--- config.mk ---
export PLATFORM = sky130hd
export DESIGN_NAME = io_port_agent_flat
export DESIGN_NICKNAME = d
export VERILOG_FILES = /design/src/rtl/io_port_pkg.sv /design/src/rtl/io_port_agent_if.sv /design/src/rtl/io_port_fifo.sv /design/src/rtl/io_port_agent.sv /design/src/flat_wrapper.sv
export SDC_FILE = /design/constraint.sdc
export NUM_CORES = 1
export LEC_CHECK = 0
export CAP_MARGIN = 40
export CORE_ASPECT_RATIO = 0.6
export CORE_MARGIN = 2
export CORE_UTILIZATION = 56
export DETAILED_ROUTE_END_ITERATION = 7
export PLACE_DENSITY = 0.79
export SLEW_MARGIN = 20
export SYNTH_ARGS = -nofsm -noshare
export SYNTH_HDL_FRONTEND = slang
export SYNTH_HIERARCHICAL = 1
export SYNTH_SLANG_ARGS = --single-unit
--- constraint.sdc ---
create_clock -name clock -period 2.6 [get_ports clock]
set_input_delay 0.52 -clock clock [delete_from_list [all_inputs] [get_ports clock]]
set_output_delay 0.52 -clock clock [all_outputs]
set_load 0.02 [all_outputs]
--- src/rtl/io_port_pkg.sv ---
// rtl/io_port_pkg.sv - shared byte width and FSM state types for the CPU I/O port agent
package io_port_pkg;

  localparam int BYTE_W = 8;

  // Capture side: take a byte from OUTR, pulse the ack, wait for the CPU to see it
  typedef enum logic [1:0] {
    CAP_IDLE = 2'd0,
    CAP_ACK  = 2'd1,
    CAP_WAIT = 2'd2
  } cap_state_t;

  // Delivery side: load INPR, strobe, then follow the CPU flag through set and clear
  typedef enum logic [1:0] {
    DLV_IDLE     = 2'd0,
    DLV_STROBE   = 2'd1,
    DLV_WAIT_SET = 2'd2,
    DLV_WAIT_CLR = 2'd3
  } dlv_state_t;

endpackage

--- src/rtl/io_port_agent_if.sv ---
// rtl/io_port_agent_if.sv - CPU flag handshake and host valid/ready signals of the I/O port agent
interface io_port_agent_if;
  import io_port_pkg::*;

  // CPU side
  logic [BYTE_W-1:0] cpu_outr;
  logic              cpu_out_flag;
  logic              cpu_out_flag_set;
  logic [BYTE_W-1:0] cpu_inp;
  logic              cpu_inp_flag;
  logic              cpu_inp_strobe;

  // Host side
  logic [BYTE_W-1:0] host_rx_data;
  logic              host_rx_valid;
  logic              host_rx_ready;
  logic [BYTE_W-1:0] host_tx_data;
  logic              host_tx_valid;
  logic              host_tx_ready;

  // The agent (device end of the handshake)
  modport master (
    input  cpu_outr,
    input  cpu_out_flag,
    output cpu_out_flag_set,
    output cpu_inp,
    input  cpu_inp_flag,
    output cpu_inp_strobe,
    output host_rx_data,
    output host_rx_valid,
    input  host_rx_ready,
    input  host_tx_data,
    input  host_tx_valid,
    output host_tx_ready
  );

  // The CPU and host environment around the agent
  modport slave (
    output cpu_outr,
    output cpu_out_flag,
    input  cpu_out_flag_set,
    input  cpu_inp,
    output cpu_inp_flag,
    input  cpu_inp_strobe,
    input  host_rx_data,
    input  host_rx_valid,
    output host_rx_ready,
    output host_tx_data,
    output host_tx_valid,
    input  host_tx_ready
  );

endinterface

--- src/rtl/io_port_fifo.sv ---
// rtl/io_port_fifo.sv - byte FIFO with wrap-bit pointers, simultaneous push/pop, combinational head
module io_port_fifo
  import io_port_pkg::*;
#(
  parameter int DEPTH = 4,
  parameter int AW    = $clog2(DEPTH)
) (
  input  logic              clock,
  input  logic              reset,
  input  logic              i_push,
  input  logic [BYTE_W-1:0] i_push_data,
  input  logic              i_pop,
  output logic              o_full,
  output logic              o_empty,
  output logic [BYTE_W-1:0] o_head
);

  localparam logic [AW:0] PTR_ONE = {{AW{1'b0}}, 1'b1};

  logic [BYTE_W-1:0] r_mem [DEPTH];
  logic [AW:0]       r_wr_ptr;
  logic [AW:0]       r_rd_ptr;
  logic              w_push_ok;
  logic              w_pop_ok;

  // A full FIFO refuses a push even when a pop happens in the same cycle
  assign w_push_ok = i_push && !o_full;
  assign w_pop_ok  = i_pop && !o_empty;

  // Extra pointer bit distinguishes full from empty when the low bits match
  assign o_full  = (r_wr_ptr[AW] != r_rd_ptr[AW]) &&
                   (r_wr_ptr[AW-1:0] == r_rd_ptr[AW-1:0]);
  assign o_empty = (r_wr_ptr == r_rd_ptr);
  assign o_head  = r_mem[r_rd_ptr[AW-1:0]];

  // Pointer update; reset empties the FIFO without touching storage
  always_ff @(posedge clock) begin
    if (reset) begin
      r_wr_ptr <= '0;
      r_rd_ptr <= '0;
    end else begin
      if (w_push_ok) r_wr_ptr <= r_wr_ptr + PTR_ONE;
      if (w_pop_ok)  r_rd_ptr <= r_rd_ptr + PTR_ONE;
    end
  end

  // Storage write; contents past the read pointer are never observed
  always_ff @(posedge clock) begin
    if (w_push_ok) r_mem[r_wr_ptr[AW-1:0]] <= i_push_data;
  end

endmodule

--- src/rtl/io_port_agent.sv ---
// rtl/io_port_agent.sv - CPU OUTR/INPR flag-handshake agent with host FIFOs; optional IO_PORT_LOOPBACK_EN
module io_port_agent
  import io_port_pkg::*;
#(
  parameter  int DEPTH = 4,
  localparam int AW    = $clog2(DEPTH)
) (
  input  logic clock,
  input  logic reset,
`ifdef IO_PORT_LOOPBACK_EN
  input  logic loopback,
`endif
  io_port_agent_if.master bus
);

  logic              w_out_push;
  logic              w_out_pop;
  logic              w_out_full;
  logic              w_out_empty;
  logic [BYTE_W-1:0] w_out_head;

  logic              w_in_push;
  logic              w_in_pop;
  logic              w_in_full;
  logic              w_in_empty;
  logic [BYTE_W-1:0] w_in_head;
  logic [BYTE_W-1:0] w_in_push_data;

  logic              w_cap_full;
  logic              w_cap_fire;
  logic              w_dlv_fire;
  logic              w_rx_valid;
  logic              w_tx_ready;

  cap_state_t        r_cap_state;
  dlv_state_t        r_dlv_state;
  logic              r_flag_set;
  logic              r_inp_strobe;
  logic [BYTE_W-1:0] r_cpu_inp;

`ifdef IO_PORT_LOOPBACK_EN
  // Loopback steers captured bytes into the in-FIFO and closes both host ports
  assign w_cap_full     = loopback ? w_in_full : w_out_full;
  assign w_out_push     = w_cap_fire && !loopback;
  assign w_in_push      = loopback ? w_cap_fire : (bus.host_tx_valid && !w_in_full);
  assign w_in_push_data = loopback ? bus.cpu_outr : bus.host_tx_data;
  assign w_rx_valid     = !w_out_empty && !loopback;
  assign w_tx_ready     = !w_in_full && !loopback;
`else
  assign w_cap_full     = w_out_full;
  assign w_out_push     = w_cap_fire;
  assign w_in_push      = bus.host_tx_valid && !w_in_full;
  assign w_in_push_data = bus.host_tx_data;
  assign w_rx_valid     = !w_out_empty;
  assign w_tx_ready     = !w_in_full;
`endif

  // A byte waiting in OUTR is taken only when there is room, so it is never lost
  assign w_cap_fire = (r_cap_state == CAP_IDLE) && !bus.cpu_out_flag && !w_cap_full;
  assign w_out_pop  = w_rx_valid && bus.host_rx_ready;

  // Next byte goes to the CPU only once INPR has been read
  assign w_dlv_fire = (r_dlv_state == DLV_IDLE) && !w_in_empty && !bus.cpu_inp_flag;
  assign w_in_pop   = w_dlv_fire;

  assign bus.host_rx_data     = w_out_head;
  assign bus.host_rx_valid    = w_rx_valid;
  assign bus.host_tx_ready    = w_tx_ready;
  assign bus.cpu_out_flag_set = r_flag_set;
  assign bus.cpu_inp_strobe   = r_inp_strobe;
  assign bus.cpu_inp          = r_cpu_inp;

  io_port_fifo #(.DEPTH(DEPTH), .AW(AW)) u_out_fifo (
    .clock       (clock),
    .reset       (reset),
    .i_push      (w_out_push),
    .i_push_data (bus.cpu_outr),
    .i_pop       (w_out_pop),
    .o_full      (w_out_full),
    .o_empty     (w_out_empty),
    .o_head      (w_out_head)
  );

  io_port_fifo #(.DEPTH(DEPTH), .AW(AW)) u_in_fifo (
    .clock       (clock),
    .reset       (reset),
    .i_push      (w_in_push),
    .i_push_data (w_in_push_data),
    .i_pop       (w_in_pop),
    .o_full      (w_in_full),
    .o_empty     (w_in_empty),
    .o_head      (w_in_head)
  );

  // Capture FSM: push OUTR, ack for one cycle, then wait for the CPU flag to return high
  always_ff @(posedge clock) begin
    if (reset) begin
      r_cap_state <= CAP_IDLE;
      r_flag_set  <= 1'b0;
    end else begin
      case (r_cap_state)
        CAP_IDLE: begin
          if (w_cap_fire) begin
            r_cap_state <= CAP_ACK;
            r_flag_set  <= 1'b1;
          end
        end
        CAP_ACK: begin
          r_cap_state <= CAP_WAIT;
          r_flag_set  <= 1'b0;
        end
        CAP_WAIT: begin
          // Stale low flag from the previous byte must not trigger a second capture
          if (bus.cpu_out_flag) r_cap_state <= CAP_IDLE;
        end
        default: begin
          r_cap_state <= CAP_IDLE;
          r_flag_set  <= 1'b0;
        end
      endcase
    end
  end

  // Delivery FSM: load INPR and strobe, then track the CPU flag through set and clear
  always_ff @(posedge clock) begin
    if (reset) begin
      r_dlv_state  <= DLV_IDLE;
      r_inp_strobe <= 1'b0;
      r_cpu_inp    <= '0;
    end else begin
      case (r_dlv_state)
        DLV_IDLE: begin
          if (w_dlv_fire) begin
            r_cpu_inp    <= w_in_head;
            r_inp_strobe <= 1'b1;
            r_dlv_state  <= DLV_STROBE;
          end
        end
        DLV_STROBE: begin
          r_inp_strobe <= 1'b0;
          r_dlv_state  <= DLV_WAIT_SET;
        end
        DLV_WAIT_SET: begin
          if (bus.cpu_inp_flag) r_dlv_state <= DLV_WAIT_CLR;
        end
        DLV_WAIT_CLR: begin
          if (!bus.cpu_inp_flag) r_dlv_state <= DLV_IDLE;
        end
        default: begin
          r_dlv_state  <= DLV_IDLE;
          r_inp_strobe <= 1'b0;
        end
      endcase
    end
  end

endmodule

--- src/flat_wrapper.sv ---
// flat-port wrapper written by rule: the top's interface ports become plain ports
module io_port_agent_flat import io_port_pkg::*;
#(
  parameter  int DEPTH = 4,
  localparam int AW    = $clog2(DEPTH)
)
  (clock, reset, bus_cpu_outr, bus_cpu_out_flag, bus_cpu_out_flag_set, bus_cpu_inp, bus_cpu_inp_flag, bus_cpu_inp_strobe, bus_host_rx_data, bus_host_rx_valid, bus_host_rx_ready, bus_host_tx_data, bus_host_tx_valid, bus_host_tx_ready);
  io_port_agent_if bus_i ();
  input  logic clock;
  input  logic reset;
  input wire logic [$bits(bus_i.cpu_outr)-1:0] bus_cpu_outr;
  input wire logic [$bits(bus_i.cpu_out_flag)-1:0] bus_cpu_out_flag;
  output wire logic [$bits(bus_i.cpu_out_flag_set)-1:0] bus_cpu_out_flag_set;
  output wire logic [$bits(bus_i.cpu_inp)-1:0] bus_cpu_inp;
  input wire logic [$bits(bus_i.cpu_inp_flag)-1:0] bus_cpu_inp_flag;
  output wire logic [$bits(bus_i.cpu_inp_strobe)-1:0] bus_cpu_inp_strobe;
  output wire logic [$bits(bus_i.host_rx_data)-1:0] bus_host_rx_data;
  output wire logic [$bits(bus_i.host_rx_valid)-1:0] bus_host_rx_valid;
  input wire logic [$bits(bus_i.host_rx_ready)-1:0] bus_host_rx_ready;
  input wire logic [$bits(bus_i.host_tx_data)-1:0] bus_host_tx_data;
  input wire logic [$bits(bus_i.host_tx_valid)-1:0] bus_host_tx_valid;
  output wire logic [$bits(bus_i.host_tx_ready)-1:0] bus_host_tx_ready;
  assign bus_i.cpu_outr = bus_cpu_outr;
  assign bus_i.cpu_out_flag = bus_cpu_out_flag;
  assign bus_cpu_out_flag_set = bus_i.cpu_out_flag_set;
  assign bus_cpu_inp = bus_i.cpu_inp;
  assign bus_i.cpu_inp_flag = bus_cpu_inp_flag;
  assign bus_cpu_inp_strobe = bus_i.cpu_inp_strobe;
  assign bus_host_rx_data = bus_i.host_rx_data;
  assign bus_host_rx_valid = bus_i.host_rx_valid;
  assign bus_i.host_rx_ready = bus_host_rx_ready;
  assign bus_i.host_tx_data = bus_host_tx_data;
  assign bus_i.host_tx_valid = bus_host_tx_valid;
  assign bus_host_tx_ready = bus_i.host_tx_ready;
  io_port_agent #(.DEPTH(DEPTH)) u_core (.clock(clock), .reset(reset), .bus(bus_i));
endmodule
## Word-level counts from Yosys, hierarchy flattened

Memory sizes are Yosys's and may differ from the RTL's. A register that Yosys moved wholly into a read port is not among the register bits.
Cells that the tools add are included.

| storage, ports and cells | value |
|---|---|
| register bits after elaboration | 18 |
| bits in latches | 0 |
| memory bits (writable) | 64 |
| memory bits (read-only) | 0 |
| input port bits | 22 |
| memories kept | 2 |

| cells by class | value |
|---|---|
| $add $sub $neg | 4 |
| multiply operators | 0 |
| div/mod/pow operators | 0 |
| order comparisons | 0 |
| equal/unequal tests | 16 |
| shifts and indexed selects | 0 |
| multiplexer cells | 17 |
| bitwise operators | 1 |
| reductions and logical operators | 26 |

Memories:

| name | depth | width | read ports | clocked after Yosys merged registers in | write ports | line | source |
|---|---|---|---|---|---|---|---|
| u_core.u_in_fifo.r_mem | 4 | 8 | 1 | 1 | 1 | io_port_fifo.sv:20 | `logic [BYTE_W-1:0] r_mem [DEPTH];` |
| u_core.u_out_fifo.r_mem | 4 | 8 | 1 | 1 | 1 | io_port_fifo.sv:20 |  |

Operators with widths:

| kind | number |
|---|---|
| $mux 2 | 7 |
| $add 3x1->3 const B | 4 |
| $logic_and 1x1->1 | 12 |
| $ne 2x2->1 const B | 5 |
| $pmux 2 s4 | 1 |
| $reduce_and 2->1 | 4 |
| $eq 2x2->1 const B | 3 |
| $eq 3x3->1 | 2 |
| $logic_not 1->1 | 6 |
| $mux 1 | 6 |
| $pmux 2 s3 | 1 |
| $eq 2x1->1 const B | 2 |
| $eq 2x2->1 | 2 |
| $logic_not 2->1 | 2 |
| $pmux 1 s2 | 2 |
| $reduce_and 3->1 | 1 |
| $ne 1x1->1 | 2 |
| $reduce_bool 2->1 | 1 |
| $not 1->1 | 1 |

## Depth between registers and ports, before layout

| logic depth | value |
|---|---|
| word-level depth | 7 |
| mapped depth | 10 |

## By module

The synthesis kept the hierarchy.

Modules (own cells, without submodules):

| module | instances | cells each | area an instance (µm²) | sequential area each (µm²) |
|---|---|---|---|---|
| io_port_fifo | 2 | 110 | 1731.7 | 1121.1 |
| io_port_agent | 1 | 63 | 629.4 | 280.3 |

## Worst setup path after synthesis

Ideal clock, no wire load.

| path | value |
|---|---|
| path kind | reg-to-reg |
| start point | reg u_core.u_in_fifo.r_rd_ptr[1] |
| end point | mem u_core.u_in_fifo.r_mem[3][0], enable pin |
| data arrival time | 1742 ps |
| required time | 2222 ps |
| path slack | 480 ps |
| stages on the path, launching flop included | 8 |
| buffers on the path | 1 |
| path through | dfxtp_1 > clkbuf_4 > xnor2_1 > nand2_1 > nor2_1 > nor2b_1 > nand2_1 > a31oi_1 |

| between the ends | value |
|---|---|
| cells in the longest elaborated chain, start to end | 7 |

RTL lines:

| what | line | source |
|---|---|---|
| start: declaration | io_port_fifo.sv:22 | `logic [AW:0] r_rd_ptr;` |
| start signal: assignment | io_port_fifo.sv:43 | `if (w_pop_ok) r_rd_ptr <= r_rd_ptr + PTR_ONE;` |
| $eq 2x2->1 | io_port_fifo.sv:32 | `(r_wr_ptr[AW-1:0] == r_rd_ptr[AW-1:0]);` |
| $logic_and 1x1->1 | io_port_fifo.sv:31 | `assign o_full = (r_wr_ptr[AW] != r_rd_ptr[AW]) &&` |
| via u_core.w_in_full | io_port_agent.sv:24 | `logic w_in_full;` |
| $logic_not 1->1 | io_port_agent.sv:52 | `assign w_in_push = bus.host_tx_valid && !w_in_full;` |
| $logic_and 1x1->1 | io_port_agent.sv:52 |  |
| via u_core.w_in_push | io_port_agent.sv:22 | `logic w_in_push;` |
| $logic_and 1x1->1 | io_port_fifo.sv:27 | `assign w_push_ok = i_push && !o_full;` |
| $mux 1 | io_port_fifo.sv:49 | `if (w_push_ok) r_mem[r_wr_ptr[AW-1:0]] <= i_push_data;` |
| $mux 1 (not written as such) | io_port_fifo.sv:49 |  |
| end: declaration | io_port_fifo.sv:20 |  |

The timed path passes the listed nets, and every way through them passes these cells.

## Worst setup path in the final report

| path | value |
|---|---|
| start point | reg u_core.u_in_fifo.r_wr_ptr[2] |
| end point | out bus_host_tx_ready |

| between the ends | value |
|---|---|
| cells in the longest elaborated chain, start to end | 3 |

RTL lines:

| what | line | source |
|---|---|---|
| start: declaration | io_port_fifo.sv:21 | `logic [AW:0] r_wr_ptr;` |
| start signal: assignment | io_port_fifo.sv:42 | `if (w_push_ok) r_wr_ptr <= r_wr_ptr + PTR_ONE;` |
| $ne 1x1->1 | io_port_fifo.sv:31 |  |
| $logic_and 1x1->1 | io_port_fifo.sv:31 |  |
| via u_core.w_in_full | io_port_agent.sv:24 |  |
| $logic_not 1->1 | io_port_agent.sv:55 | `assign w_tx_ready = !w_in_full;` |
| end: declaration | flat_wrapper.sv:22 | `output wire logic [$bits(bus_i.host_tx_ready)-1:0] bus_host_tx_ready;` |

The timed path passes the listed nets, and every way through them passes these cells.

==> metrics <==
outcome=complete, no violations; WP depth=4; share of post-route cells with drive strength above 1=between 10% and 20%; global placement routability congestion=approximately 0.86; r2r worst-path depth=6; Diodes inserted=0; Post-DP HPWL=between 5 and 6 mm; mux contribution to synthesized area=11.01%; critical path buffer and inverter count=2; final setup violating endpoints=0; Synth Area in XOR/XNOR=approximately 2.6%; Post-Synthesis Cells=283; Core Area=between 7000 and 8000 sq um; GRT Residual Overflow=0; initial core utilization=between 50 and 60%; register area=between 2000 and 3000 sq um; hold slack final=approximately 0.5 ns; die width=~110 microns; cell total after placement=417; Seq/Total Area, Yosys=a little over 60%; Global Route Usage Sum=a little over a fifth; crit path launch type=flip-flop; Worst Setup EP=bus_host_tx_ready; IO Port Bufs=about 40; Compound-Gate Fraction of Synth Area=7.918%; adder-cell share of the synthesized area=4.586%; initial antenna violation count=0; Ports=42; vias in the first global route=2,448; Die Ht=approximately 70 microns; Crit-path slowest cell=clkdlybuf4s50_1; Clock Path Buffers=2; largest family of logic cells by synthesized area=multiplexers; Die ar.=8031 sq um; Yosys cell types=38; Worst Hold Depth=2; DR iter-0 viols=~170; Lkg Pwr=0.001711 uW; DRC=0; first-pass GRT wire length=between 10 and 15 mm; CP Data Arrival Time=1.98 ns; Logic pwr share=approximately 30%; required time worst endpoint=about 2.1 ns; routed length per instance=roughly 18 microns; Final #Nets=~380; CTS Sinks=94; Reg-to-Reg End=u_core/u_in_fifo/r_mem[2][0]; first-pass detailed-route iteration total=4; CP delay by family, top=buffers and inverters; worst vdd ir=0.6774 mV; fin crit period=2.498 ns; maxcap violations=0; clock root cell=clkbuf_16; simple-gate share of the synthesized area=under 10%; CTS Hold Bufs=0; Mapped Nets=320; pin count of the biggest net entering global routing=27; Vias=around 2,600; HP Class=flip-flop to flip-flop; Worst Path Max Fanout=6; Least-Margin Pin Slew=0.5574 ns; FFs w/ async S/R, synth=0%; Num CTS Buffers=9; synth-to-layout area growth=21.52%; clock-pin slew on the worst setup and hold paths=approximately 0.060 ns; flop2flop setup slack=~0.31 ns; synthesized area=4093 sq um; Setup crit start=u_core/u_in_fifo/r_wr_ptr[2]; Layout Cells excl Fill=roughly 440; Power Density=between 900 and 1000 nW/um^2; chain of cells forming the critical path=xnor2_1 -> nor2_1 -> inv_1 -> clkdlybuf4s50_1; Rel. slew slack=a little over three fifths; fmax=roughly 400 MHz; Fill cells=468; Clk Latency, worst-skew pair=between 0.3 and 0.4 ns; endpoint class of the critical path=output pin; Sw Share=a little under a third; H-tree Lvls=3; Core Rows=24; kind of critical path=flip-flop to output pin; syn avg cell area=around 14 sq um; P_int=3360 uW; fin crit share=around 96%; number of synthesized flops with an enable pin=64; Net Switching=about 1500 uW; final hold violation count=0; power share of the clock group=between 20% and 30%; Seq cells post-synth=between 90 and 100; post-route ant nets=0; Largest stage delay, worst path=0.59 ns; WL final=between 7 and 8 mm; via density per instance=5.869; yosys synthesis warning count=6; Seq pwr share=roughly two fifths; Most used DFF post-synth=edfxtp_1; TritonCTS clock tree=done; r2r startpoint=u_core/u_in_fifo/r_wr_ptr[2]; Max Slew Vio Count=0; Final Power=4852 uW; footprint of the multi-input gates=about 1400 sq um; Max Clock Skew=0.004292 ns
state kept, by name, indices dropped and copies added (netlist names), named ones only:
name and cells:
u_core/bus.cpu_inp 8, u_core/bus.cpu_inp_strobe 1, u_core/bus.cpu_out_flag_set 1, u_core/r_cap_state 2
u_core/r_dlv_state 2, u_core/u_in_fifo/r_mem 32, u_core/u_in_fifo/r_rd_ptr 3, u_core/u_in_fifo/r_wr_ptr 3
u_core/u_out_fifo/r_mem 32, u_core/u_out_fifo/r_rd_ptr 3, u_core/u_out_fifo/r_wr_ptr 3
layer usage:
| metal | GRT usage (%) | vias to the layer above | part of all wire, % |
|---|---|---|---|
| met1 | 32.42 | 1287 | 49 |
| met3 | 5.816 | 8 | 4.8 |
| met4 | 6.911 | 0 | 0.86 |
| li1 | - | 1197 | - |
| met2 | 30.62 | 67 | 45 |
| met5 | 0 | - | 0 |
through the flow:
| step | util, % | worst slack, ns | instance area (sq um) | setup TNS (ns) |
|---|---|---|---|---|
| 3_3_place_gp | 64.44 | 0.3152 | 4624 | 0 |
| 2_1_floorplan | - | 0.4802 | 4093 | 0 |
| 5_1_grt | 69.30 | -0.01113 | 4974 | -0.01113 |
| 3_5_place_dp | 64.44 | 0.2499 | 4624 | 0 |
| 6_report | 69.30 | 0.1016 | 4974 | 0 |
| 4_1_cts | 68.92 | 0.04109 | 4946 | 0 |
tightest hold or removal path: cells and delay by family (launching register included):
kind / cells / cell delay [ns]
AOI/OAI and AO/OA: 1 / 0.06
DFF: 1 / 0.32
and+or+nand+nor: 1 / 0.07
power groups by stage:
stage | logic [uW] | registers [uW] | clock network, uW
after detailed placement | 1440 | 2020 | 0
after floorplan | 920 | 2010 | 0
after global placement | 1410 | 2010 | 0
after global routing | 1620 | 2020 | 1440
final | 1490 | 2000 | 1360
after CTS | 1460 | 1990 | 1390
worst min-delay path by stage:
stage	startpoint	to	slack, ns
after floorplan	u_core/r_cap_state[0]	u_core/r_cap_state[1]	0.47
after global placement	u_core/bus.cpu_inp[3]	u_core/bus.cpu_inp[3]	0.47
after detailed placement	u_core/bus.cpu_inp[0]	u_core/bus.cpu_inp[0]	0.49
after CTS	u_core/bus.cpu_out_flag_set	u_core/bus.cpu_out_flag_set	0.50
after global routing	u_core/bus.cpu_inp[5]	u_core/bus.cpu_inp[5]	0.53
final	u_core/bus.cpu_out_flag_set	u_core/bus.cpu_out_flag_set	0.49
placed cells by master, fill, tap and decap left out, types with 8 or more instances in the layout:
cell type         n
nor3b_1           8
a31oi_1           8
buf_4            17
mux2i_1           9
o21ai_0           9
nor2_1           16
inv_1            14
ha_1             15
dfxtp_1          26
clkbuf_16         9
o211ai_1         11
mux4_2           16
nand2_1          11
edfxtp_1         64
clkdlybuf4s50_1  41
cell usage after synthesis (2+ instances only):
| library cell | number | area (sq um) |
|---|---|---|
| buf_6 | 3 | 33.78 |
| inv_1 | 14 | 52.55 |
| a41oi_1 | 4 | 35.03 |
| buf_1 | 2 | 7.510 |
| o41ai_1 | 2 | 17.52 |
| nor3b_1 | 8 | 60.06 |
| a31oi_1 | 8 | 50.05 |
| mux4_2 | 16 | 360.4 |
| xnor2_1 | 6 | 52.55 |
| clkbuf_4 | 2 | 15.01 |
| nor3b_2 | 2 | 25.02 |
| nand4_1 | 4 | 25.02 |
| nor2_1 | 16 | 60.06 |
| ha_1 | 15 | 187.7 |
| o211ai_1 | 11 | 82.58 |
| and2_1 | 6 | 37.54 |
| dfxtp_1 | 30 | 600.6 |
| or4_1 | 2 | 15.01 |
| or3_1 | 2 | 12.51 |
| nand3b_1 | 2 | 15.01 |
| a21oi_1 | 6 | 30.03 |
| a211o_2 | 2 | 20.02 |
| a211o_1 | 2 | 17.52 |
| and3_1 | 2 | 12.51 |
| nand2_1 | 11 | 41.29 |
| xor2_1 | 6 | 52.55 |
| buf_2 | 2 | 10.01 |
| mux2i_1 | 9 | 90.09 |
| o21ai_0 | 9 | 45.04 |
| clkbuf_8 | 2 | 27.53 |
| nor2b_1 | 2 | 12.51 |
| nand3_1 | 6 | 30.03 |
| edfxtp_1 | 64 | 1922 |
area by class of cell:
class | instances | share of cell area [%]
timing repair buffer | 58 | 10.82
clock inverter | 7 | 1.786
clock buffer | 9 | 4.528
tap | 91 | 2.289
multi-input combinational | 163 | 28.70
sequential | 94 | 50.82
inverter | 14 | 1.057
kinds of logic (layout without fill, tap and decap cells):
logic type,Yosys count,in the layout
mux,25,25
simple gates,64,64
compound gates,47,47
fa+ha+maj,15,15
flops,94,94
xor+xnor,12,12
buf+inv,26,88
repair_timing:
action,in CTS,in global routing
endpoints found under the setup margin,1,2
pin swaps,0,1
gates resized for setup,1,4
buffers inserted,0,3
Power figures use the tool's default switching activity.
